`src/rtl/store_aligner.sv`:
```
// Store aligner: turns a byte/half/word store into one or two lane-aligned bus beats.
// Build option: define STORE_ALIGNER_SPLIT_EN to split misaligned stores into two beats.
module store_aligner (
    input  logic        clock,
    input  logic        reset,
    input  logic        start,
    input  logic [31:0] ir,
    input  logic [31:0] addr,
    input  logic [31:0] data,
    output logic [31:0] mem_addr,
    output logic [31:0] mem_wrdata,
    output logic [3:0]  mem_wrbits,
    output logic        mem_req,
    input  logic        mem_ack,
    output logic        busy,
    output logic        done,
    output logic        err
);

`ifdef STORE_ALIGNER_SPLIT_EN
    localparam bit SPLIT_EN = 1'b1;
`else
    localparam bit SPLIT_EN = 1'b0;
`endif

    typedef enum logic [1:0] {IDLE, REQ1, REQ2, FIN} state_t;

    state_t      state_q;
    logic [31:0] mem_addr_q, mem_wrdata_q;
    logic [3:0]  mem_wrbits_q;
    logic        mem_req_q, busy_q, done_q, err_q;
    logic [31:0] b2_addr_q, b2_data_q;
    logic [3:0]  b2_bits_q;
    logic        two_q;

    logic [2:0]  f3;
    logic [1:0]  off;
    logic [3:0]  mask;
    logic        bad_type;
    logic [63:0] data_sh;
    logic [7:0]  bits_sh;
    logic        misal;
    logic [29:0] word_d;

    // Shifting into a double-width vector yields both beats at once:
    // the low half is beat 1, the high half is what spills into the next word.
    always_comb begin
        f3       = ir[14:12];
        off      = addr[1:0];
        bad_type = 1'b0;
        case (f3)
            3'b000:  mask = 4'b0001;
            3'b001:  mask = 4'b0011;
            3'b010:  mask = 4'b1111;
            default: begin
                mask     = 4'b0000;
                bad_type = 1'b1;
            end
        endcase
        data_sh = {32'h0, data} << {off, 3'b000};
        bits_sh = {4'h0, mask} << off;
        misal   = |bits_sh[7:4];
        word_d  = addr[31:2];
    end

    always_ff @(posedge clock) begin
        if (!reset) begin
            state_q      <= IDLE;
            mem_addr_q   <= '0;
            mem_wrdata_q <= '0;
            mem_wrbits_q <= '0;
            mem_req_q    <= 1'b0;
            busy_q       <= 1'b0;
            done_q       <= 1'b0;
            err_q        <= 1'b0;
            b2_addr_q    <= '0;
            b2_data_q    <= '0;
            b2_bits_q    <= '0;
            two_q        <= 1'b0;
        end else begin
            done_q <= 1'b0;
            err_q  <= 1'b0;
            case (state_q)
                IDLE: begin
                    if (start) begin
                        busy_q <= 1'b1;
                        if (bad_type || (misal && !SPLIT_EN)) begin
                            state_q <= FIN;
                            done_q  <= 1'b1;
                            err_q   <= 1'b1;
                        end else begin
                            state_q      <= REQ1;
                            mem_req_q    <= 1'b1;
                            mem_addr_q   <= {word_d, 2'b00};
                            mem_wrdata_q <= data_sh[31:0];
                            mem_wrbits_q <= bits_sh[3:0];
                            b2_addr_q    <= {word_d + 30'd1, 2'b00};
                            b2_data_q    <= data_sh[63:32];
                            b2_bits_q    <= bits_sh[7:4];
                            two_q        <= misal;
                        end
                    end
                end
                REQ1: begin
                    if (mem_ack) begin
                        if (two_q) begin
                            state_q      <= REQ2;
                            mem_addr_q   <= b2_addr_q;
                            mem_wrdata_q <= b2_data_q;
                            mem_wrbits_q <= b2_bits_q;
                        end else begin
                            state_q      <= FIN;
                            mem_req_q    <= 1'b0;
                            mem_wrdata_q <= '0;
                            mem_wrbits_q <= '0;
                            done_q       <= 1'b1;
                        end
                    end
                end
                REQ2: begin
                    if (mem_ack) begin
                        state_q      <= FIN;
                        mem_req_q    <= 1'b0;
                        mem_wrdata_q <= '0;
                        mem_wrbits_q <= '0;
                        done_q       <= 1'b1;
                    end
                end
                FIN: begin
                    state_q <= IDLE;
                    busy_q  <= 1'b0;
                end
                default: state_q <= IDLE;
            endcase
        end
    end

    assign mem_addr   = mem_addr_q;
    assign mem_wrdata = mem_wrdata_q;
    assign mem_wrbits = mem_wrbits_q;
    assign mem_req    = mem_req_q;
    assign busy       = busy_q;
    assign done       = done_q;
    assign err        = err_q;

endmodule

```
`config.mk`:
```
export PLATFORM = sky130hd
export DESIGN_NAME = store_aligner
export DESIGN_NICKNAME = d
export VERILOG_FILES = /design/src/rtl/store_aligner.sv
export SDC_FILE = /design/constraint.sdc
export NUM_CORES = 1
export LEC_CHECK = 0
export CAP_MARGIN = 10
export CORE_MARGIN = 10
export CORE_UTILIZATION = 45
export DETAILED_ROUTE_END_ITERATION = 10
export PLACE_DENSITY = 0.87
export SETUP_SLACK_MARGIN = 0.2
export SLEW_MARGIN = 25
export SYNTH_ARGS = -nofsm -noshare
export SYNTH_HDL_FRONTEND = slang
export SYNTH_SLANG_ARGS = --single-unit
```
`constraint.sdc`:
```
create_clock -name clock -period 5.2 [get_ports clock]
set_input_delay 1.04 -clock clock [delete_from_list [all_inputs] [get_ports clock]]
set_output_delay 1.04 -clock clock [all_outputs]
set_load 0.01 [all_outputs]
```
==> impl.org, run 1 <==
** Outcome
- The run finished with clean final reports.

** Critical path
- Cell seen most often among critical-path stages :: sky130_fd_sc_hd__nor2_1
- Worst Setup End Kind :: flop
- Crit path max-delay cell type :: sky130_fd_sc_hd__clkdlybuf4s50_1
- The signal on the critical path passes through clkdlybuf4s50_1 > buf_4 > or2_2 > nor2_1 > a22o_1 > mux2i_1 > nor2_1.
- The worst setup path is of the input port to flop kind.
- Largest fanout on the critical path :: 18
- The worst setup path is launched from an input port.
- Worst Path Arrival :: 3.56 ns
- CP delay by family, top :: simple AND/OR/NAND/NOR gates
- Together, buffers and inverters on the worst path number 2.
- Data on the critical path is required at its endpoint by 5.55 ns.
- In this design, the stage delay of the slowest critical-path cell is 0.68 ns.

** Floorplan
- Core region area :: 13,800 µm²
- From left edge to right edge, the die measures 138 µm.
- Number of ports placed on the die boundary :: 172
- For this configuration, the core starts out at a cell density of 45.7%.
- The floorplan step defined a die boundary enclosing 19,100 µm².
- Floorplan row count :: 43
- In this run the vertical extent of the chip is 138 µm.

** Global route
- The number of antenna violations at the first check in global routing was 0.
- Overflow after GRT :: 0
- Maximum number of pins on one net before global-route repair :: 67
- Via count of the first global-routing pass :: 5,664
- Overall global routing resource usage :: 19.6%
- Wire length of the first global-routing pass :: 31,100 µm

** Timing
- At the pin with the least slew margin, the transition time is 0.798 ns.
- The smallest clock period supported by the final layout is computed as 3.21 ns.
- On the final layout, the worst clock skew is 0.00993 ns.
- RSZ-0062 raised after global routing :: no
- For the final routed database, the setup TNS stands at 0 ns.
- Period utilization :: 61.7%
- For this run, the top clock speed supported by timing is 312 MHz.
- The final hold violation count is 0.
- The number of max-slew violations in the final report came to 0.
- Hold Slack :: 0.450 ns
- Headroom to the max-slew limit came out at 46.6%.
- Setup violations remaining at the end of the flow were counted as 0.
- Post-route worst setup slack :: 1.99 ns

** Clock tree
- Clock-pin slew of the registers on the worst-case setup and hold paths :: 0.06 ns
- After clock tree synthesis, the flow added hold-fix buffers numbering 0.
- Count of clock tree sinks :: 130
- Counting along the longest clock path gives a buffer depth of 2.
- Post-cts repair resize count :: 0
- The H-tree was split into 4 levels.
- In this run, CTS created clock tree buffers numbering 17.
- Number of buffers inserted by post-CTS setup repair :: 0
- Clock tree from TritonCTS :: built
- For the worst-skew pair, the clock arrives at the later sink with an insertion delay of 0.42 ns.
- Cell at the root of the clock tree :: sky130_fd_sc_hd__clkbuf_16

** Yosys
- Number of flip-flops and latches in the synthesized netlist :: 130
- The most used flip-flop cell after synthesis is sky130_fd_sc_hd__dfxtp_1.
- Arithmetic-cell share of the synthesized area counting full adders, half adders and majority gates :: 0.993%
- Async S/R FF share, synth :: 0%
- Combinational family with the most area after synthesis :: compound AO/OA/AOI/OAI gates
- After technology mapping, the gate count stands at 719.
- Counting flops with a built-in enable in the synthesized netlist gives 0.
- Share of Yosys cell area claimed by the top area cell type :: 41.3%
- By area the synthesized netlist is led by sky130_fd_sc_hd__dfxtp_1, sky130_fd_sc_hd__o221a_2, sky130_fd_sc_hd__a21oi_1.
- Count of warnings emitted by yosys :: 0
- Post-Syn Area :: 6300 µm²
- Share of synthesized area spent on multiplexers :: 5.58%
- Area share of and/or/nand/nor cells after synthesis :: 16.2%
- Share of the yosys chip area belonging to registers :: 41.3%
- Summing the areas of all compound-gate instances in the mapped netlist gives 26.5% of the synthesized area.
- Largest area contributor in the synthesized netlist :: sky130_fd_sc_hd__dfxtp_1
- The number of different library cells used by synthesis comes to 58.
- After Yosys synthesis, XOR and XNOR cells account for 3.75% of the synthesized area.
- Syn_area_per_cell :: 8.76 µm²

** Detailed routing
- Dividing the detail-routed wire length by the instance count gives 19.3 µm.
- The count of nets left with antenna violations once routing finished came out at 0.
- The first detailed-routing pass took 6 iterations.
- After detailed routing, the number of remaining DRC violations is 0.
- Total wire length :: 19,600 µm
- After detailed routing, the number of vias per cell comes to 5.88.
- For this block, the initial DRC count from the detailed router was 628.
- Total number of vias :: 5,978

** Final layout
- Area delta synth->final :: 33.0%
- In the layout the commonest cells are sky130_fd_sc_hd__clkdlybuf4s50_1, sky130_fd_sc_hd__dfxtp_1, sky130_fd_sc_hd__nor2_1, sky130_fd_sc_hd__nand2_1, sky130_fd_sc_hd__a21oi_1.
- Filler cell count :: 1,156
- The post-route netlist has 12.7% of its cells at a drive strength greater than 1.
- In the final design database the tool counted 930 nets.
- Most common library cell in the layout ignoring fill and taps :: sky130_fd_sc_hd__clkdlybuf4s50_1
- The repair_antennas step left the layout with diodes totalling 0.
- Summing all non-filler instances in the final layout gives an area of 8380 µm².

** Placed design
- At the end of routability-driven placement, the weighted congestion stood at 0.854.
- Worst slack at placement :: 1.59 ns
- HPWL Detailed :: 13,200 µm
- The count of buffers added on input and output ports is 140.
- Area post-placement :: 7760 µm²

** Power
- Total Power :: 4.11 mW
- The worst-case IR drop observed on VDD is 0.000327 V.
- Standby leakage power :: 2.96 nW
- Power per unit of standard cell area :: 490 nW/µm²

** Hold path
- The path class of the tightest hold or removal check is flop to flop.

** Run
- The tool flagged a number of max-cap violations equal to 0.
==> sequential cells by signal, summed over array words and instances (netlist names), 2 cells and up <==
name        count
mem_addr       30
b2_data_q      24
b2_addr_q      30
state_q         2
b2_bits_q       3
mem_wrdata     32
mem_wrbits      4
==> worst paths after layout <==
check	slack [ns]	startpoint	depth (start not counted)	to
min reg2reg	0.45	b2_data_q[8]	2	b2_data_q[8]
min	0.45	b2_data_q[8]	2	b2_data_q[8]
max reg2reg	2.48	state_q[0]	8	mem_wrdata[13]
max	1.99	addr[1]	7	mem_wrdata[3]
==> worst min-delay path: stages, from the launching register on <==
cell and delay (ns):
sky130_fd_sc_hd__dfxtp_1 0.31, sky130_fd_sc_hd__nand2_1 0.05, sky130_fd_sc_hd__a21oi_1 0.05
==> final cells by class <==
cell class	instances	area (µm²)	share of cell area, %
flip-flops and latches	130	2600	31.0
inverters	16	60.1	0.717
multi-input cells	507	3380	40.3
repair buffers	153	1490	17.8
clock inverters	12	180	2.15
well taps	180	225	2.69
clock buffers	19	443	5.28
==> routing by layer <==
layer	GRT usage, %	routed length [µm]	up-vias	share of wire (%)
met5	0	0	-	0
met4	7.21	504	0	2.6
met3	5.34	1310	40	6.7
met2	30.5	9220	243	47
met1	25.2	8580	2833	44
li1	-	-	2862	-
==> report_power, final <==
part | internal [mW] | switching, mW | leakage (nW)
registers | 1.23 | 0.127 | 1.06
clock network | 0.816 | 0.455 | 0.300
logic | 0.710 | 0.772 | 1.59
==> per-stage QoR <==
stage / std cells / util, %
6_report: 1017 / 60.9
5_1_grt: 1017 / 60.9
4_1_cts: 1017 / 60.8
3_5_place_dp: 986 / 56.3
3_3_place_gp: 986 / 56.3
2_1_floorplan: 720 / -
==> logic make-up (layout without fill, tap and decap cells) <==
group                      count (synthesis)  count (layout)
xor gates and xnor gates                  27              27
buffers and inverters                     83             200
other                                      1               2
AOI/OAI and AO/OA                        228             228
adders and majority gates                  5               5
muxes                                     33              33
and+or+nand+nor                          212             212
DFF                                      130             130
==> synth_stat cells, types with 6 or more instances <==
library cell / n
sky130_fd_sc_hd__a211oi_1: 19
sky130_fd_sc_hd__a21oi_1: 54
sky130_fd_sc_hd__a221oi_1: 9
sky130_fd_sc_hd__a22o_1: 6
sky130_fd_sc_hd__a22oi_1: 7
sky130_fd_sc_hd__and3_1: 7
sky130_fd_sc_hd__buf_2: 10
sky130_fd_sc_hd__buf_4: 6
sky130_fd_sc_hd__clkbuf_1: 46
sky130_fd_sc_hd__dfxtp_1: 130
sky130_fd_sc_hd__inv_1: 16
sky130_fd_sc_hd__mux2_2: 17
sky130_fd_sc_hd__mux2i_1: 16
sky130_fd_sc_hd__nand2_1: 59
sky130_fd_sc_hd__nand3_1: 26
sky130_fd_sc_hd__nor2_1: 66
sky130_fd_sc_hd__nor3_1: 20
sky130_fd_sc_hd__o21ai_0: 38
sky130_fd_sc_hd__o221a_2: 30
sky130_fd_sc_hd__o22a_1: 30
sky130_fd_sc_hd__o22ai_1: 9
sky130_fd_sc_hd__xnor2_1: 22
No activity file was read; power rests on OpenSTA's default activity.
==> run 2, diff against run 1 <==
- clock period: 5.2 -> 3.3 ns (I/O delays scaled with it)
==> impl.org, run 2 (same netlist as run 1, synthesis figures left out) <==
** Critical path
- In this run the critical register-to-register path is launched from state_q[0].
- Of all nets on the critical path, the largest fanout is 57.
- Cell seen most often among critical-path stages :: sky130_fd_sc_hd__inv_1
- Walking the worst path, the cells encountered are inv_1 > ha_1 > inv_1 > o32a_1 > a21oi_4 > buf_12 > o311a_1 > nor3_1.
- The critical path is of the flop to flop type.
- Worst Path Arrival :: 2.78 ns
- Number of buffer and inverter instances along the worst setup path :: 3
- Worst Reg2Reg Path Length in Cells :: 8
- CP delay by family, top :: compound AO/OA/AOI/OAI gates
- Setup slack of the worst register-to-register path :: 0.79 ns
- For the worst setup path, the data required time is 3.57 ns.
- Delay of the slowest cell on the worst path :: 0.50 ns
- Crit path max-delay cell type :: sky130_fd_sc_hd__ha_1
- The worst register-to-register path ends at mem_wrdata[20].
- The worst setup path is launched from a flop.
- STA classifies the critical path endpoint as a flop.

** Floorplan
- The floorplan has 43 rows.
- Height of the chip :: 138 µm
- Initial core utilization :: 45.7%
- The core region is 13,800 µm².
- In this run the horizontal extent of the chip is 138 µm.
- The die covers 19,100 µm².
- Number of ports placed on the die boundary :: 172

** Placed design
- Including well taps, the total number of placed cells is 991.
- At the end of routability-driven placement, the weighted congestion stood at 0.866.
- After detailed placement, the total cell area comes to 7810 µm².
- HPWL Detailed :: 13,400 µm
- Prior to clock tree synthesis, the placed netlist has a worst setup slack of 0.466 ns.
- Input/output buffers :: 140

** Clock tree
- Gates resized during post-CTS repair numbered 0.
- The number of hold buffers added after CTS was 0.
- For this design, the sink count on the clock tree is 130.
- The tree is rooted in a sky130_fd_sc_hd__clkbuf_16.
- The H-tree generated during clock tree synthesis spans 4 levels.
- Max Root-Sink Buffers :: 2
- Worst skew pair latency :: 0.42 ns
- Total CTS buffers :: 17
- The number of setup buffers added after CTS is 0.
- Clock-pin slew of the registers on the worst-case setup and hold paths :: 0.06 ns
- TritonCTS built the clock tree.

** Timing
- For this run, the top clock speed supported by timing is 398 MHz.
- Post-route worst setup slack :: 0.788 ns
- Headroom to the max-slew limit came out at 52.1%.
- Pin slew with the least headroom to its limit :: 0.719 ns
- RSZ-0062 raised after global routing :: no
- Hold is met by 0.450 ns.
- The number of max-slew violations in the final report was 0.
- Setup violations remaining at the end of the flow were counted as 0.
- Setup tns final :: 0 ns
- The final hold violation count is 0.
- For the final database, setup skew stands at 0.00662 ns.
- Period utilization :: 76.1%
- The routed design could run at a clock period as short as 2.51 ns.

** Global route
- Overflow after GRT :: 0
- Overall global routing resource usage :: 19.7%
- Entering global routing, the biggest net connects 65 pins.
- Wire length of the first global-routing pass :: 31,600 µm
- The via count of the first global-routing pass came to 5,761.
- Antenna violations before repair :: 0

** Detailed routing
- In the routed layout, each cell is associated on average with a via count of 5.90.
- Drt pass-1 iters :: 4
- The final layout contains routed wiring with a total length of 19,700 µm.
- Remaining antenna violation count :: 0
- Iteration-0 DRC count of the detailed router :: 740
- WL/cell :: 19.3 µm
- The routed layout has 6,037 vias.
- After detailed routing, the number of remaining DRC violations is 0.

** Final layout
- Final Instance Area :: 8410 µm²
- Leading cell types in the layout, fill and taps excluded :: sky130_fd_sc_hd__clkdlybuf4s50_1, sky130_fd_sc_hd__dfxtp_1, sky130_fd_sc_hd__nor2_1, sky130_fd_sc_hd__nand2_1, sky130_fd_sc_hd__a21oi_1
- From synthesis to final layout, the design area changed by 33.5%.
- Final-stage net count :: 935
- Largest register FFs :: 32
- Number of inserted diodes :: 0
- Post-layout instance count excluding filler cells :: 1,023
- For this run, the share of the core covered by cells in the final layout is 61.1%.
- Filler cell count :: 1,153
- Layout cell share with drive strength beyond 1 :: 12.9%
- Leaving out fill and tap cells, the most frequent cell in the layout is sky130_fd_sc_hd__clkdlybuf4s50_1.

** Power
- Combinational cells account for 36.9% of the total power.
- Switching Fraction :: 32.8%
- The share of total power dissipated in sequential elements is 33.1%.
- Cell internal pwr :: 4.33 mW
- For this design the static power due to leakage is 2.98 nW.
- Power per unit of standard cell area :: 765 nW/µm²
- The design draws 6.44 mW.
- Summed over all nets, the switching power comes to 2.11 mW.
- Maximum vdd drop :: 0.000474 V
- Relative contribution of the clock network to total power :: 30.0%

** Hold path
- For hold timing, the worst endpoint is b2_data_q[8].
- Number of instances on the worst hold path :: 2
- Worst hold-check path type :: flop to flop
- Startpoint of the lowest-slack hold path :: b2_data_q[8]

** Outcome
- The run finished with clean final reports.

** Run
- Max-Cap Viols :: 0
run 2: worst reg2reg max path, delay by kind of cell, from the launching register on:
kind / cells / cell delay [ns]
buffers and inverters: 3 / 0.62
adders and majority gates: 1 / 0.50
AOI/OAI and AO/OA: 3 / 0.87
DFF: 1 / 0.33
and+or+nand+nor: 1 / 0.05
run 2: how the worst max path moves through the flow:
stage / from / to / slack (ns) / cells after the start
2_1_floorplan: addr[1] / mem_wrdata[16] / 1.20 / 8
3_3_place_gp: addr[2] / b2_addr_q[22] / 0.49 / 7
3_5_place_dp: ir[12] / mem_addr[5] / 0.47 / 7
4_1_cts: state_q[0] / mem_wrdata[4] / 0.84 / 8
5_1_grt: state_q[0] / mem_wrbits[2] / 0.64 / 8
6_report: state_q[0] / mem_wrdata[20] / 0.79 / 8
run 2: area by class of cell:
cell class | count | area [µm²] | area share [%]
clock buffer | 23 | 478 | 5.68
clock inverter | 9 | 129 | 1.53
inverter | 16 | 60.1 | 0.714
multi-input combinational | 507 | 3380 | 40.1
sequential | 130 | 2600 | 30.9
tap | 180 | 225 | 2.68
timing repair buffer | 158 | 1540 | 18.3
run 2: power groups by stage:
stage	combinational, mW	sequential [mW]	clock (mW)
finish	2.37	2.13	1.93
global route	2.55	2.18	2.02
CTS	2.37	2.13	1.95
detailed placement	2.36	2.16	0
global placement	2.31	2.15	0
floorplan	1.20	2.27	0
run 2: layer usage:
metal / global-route usage, % / part of all wire (%)
met5: 0 / 0
met4: 8.44 / 3.0
met3: 4.93 / 7.2
met2: 30.7 / 46
met1: 25.4 / 43
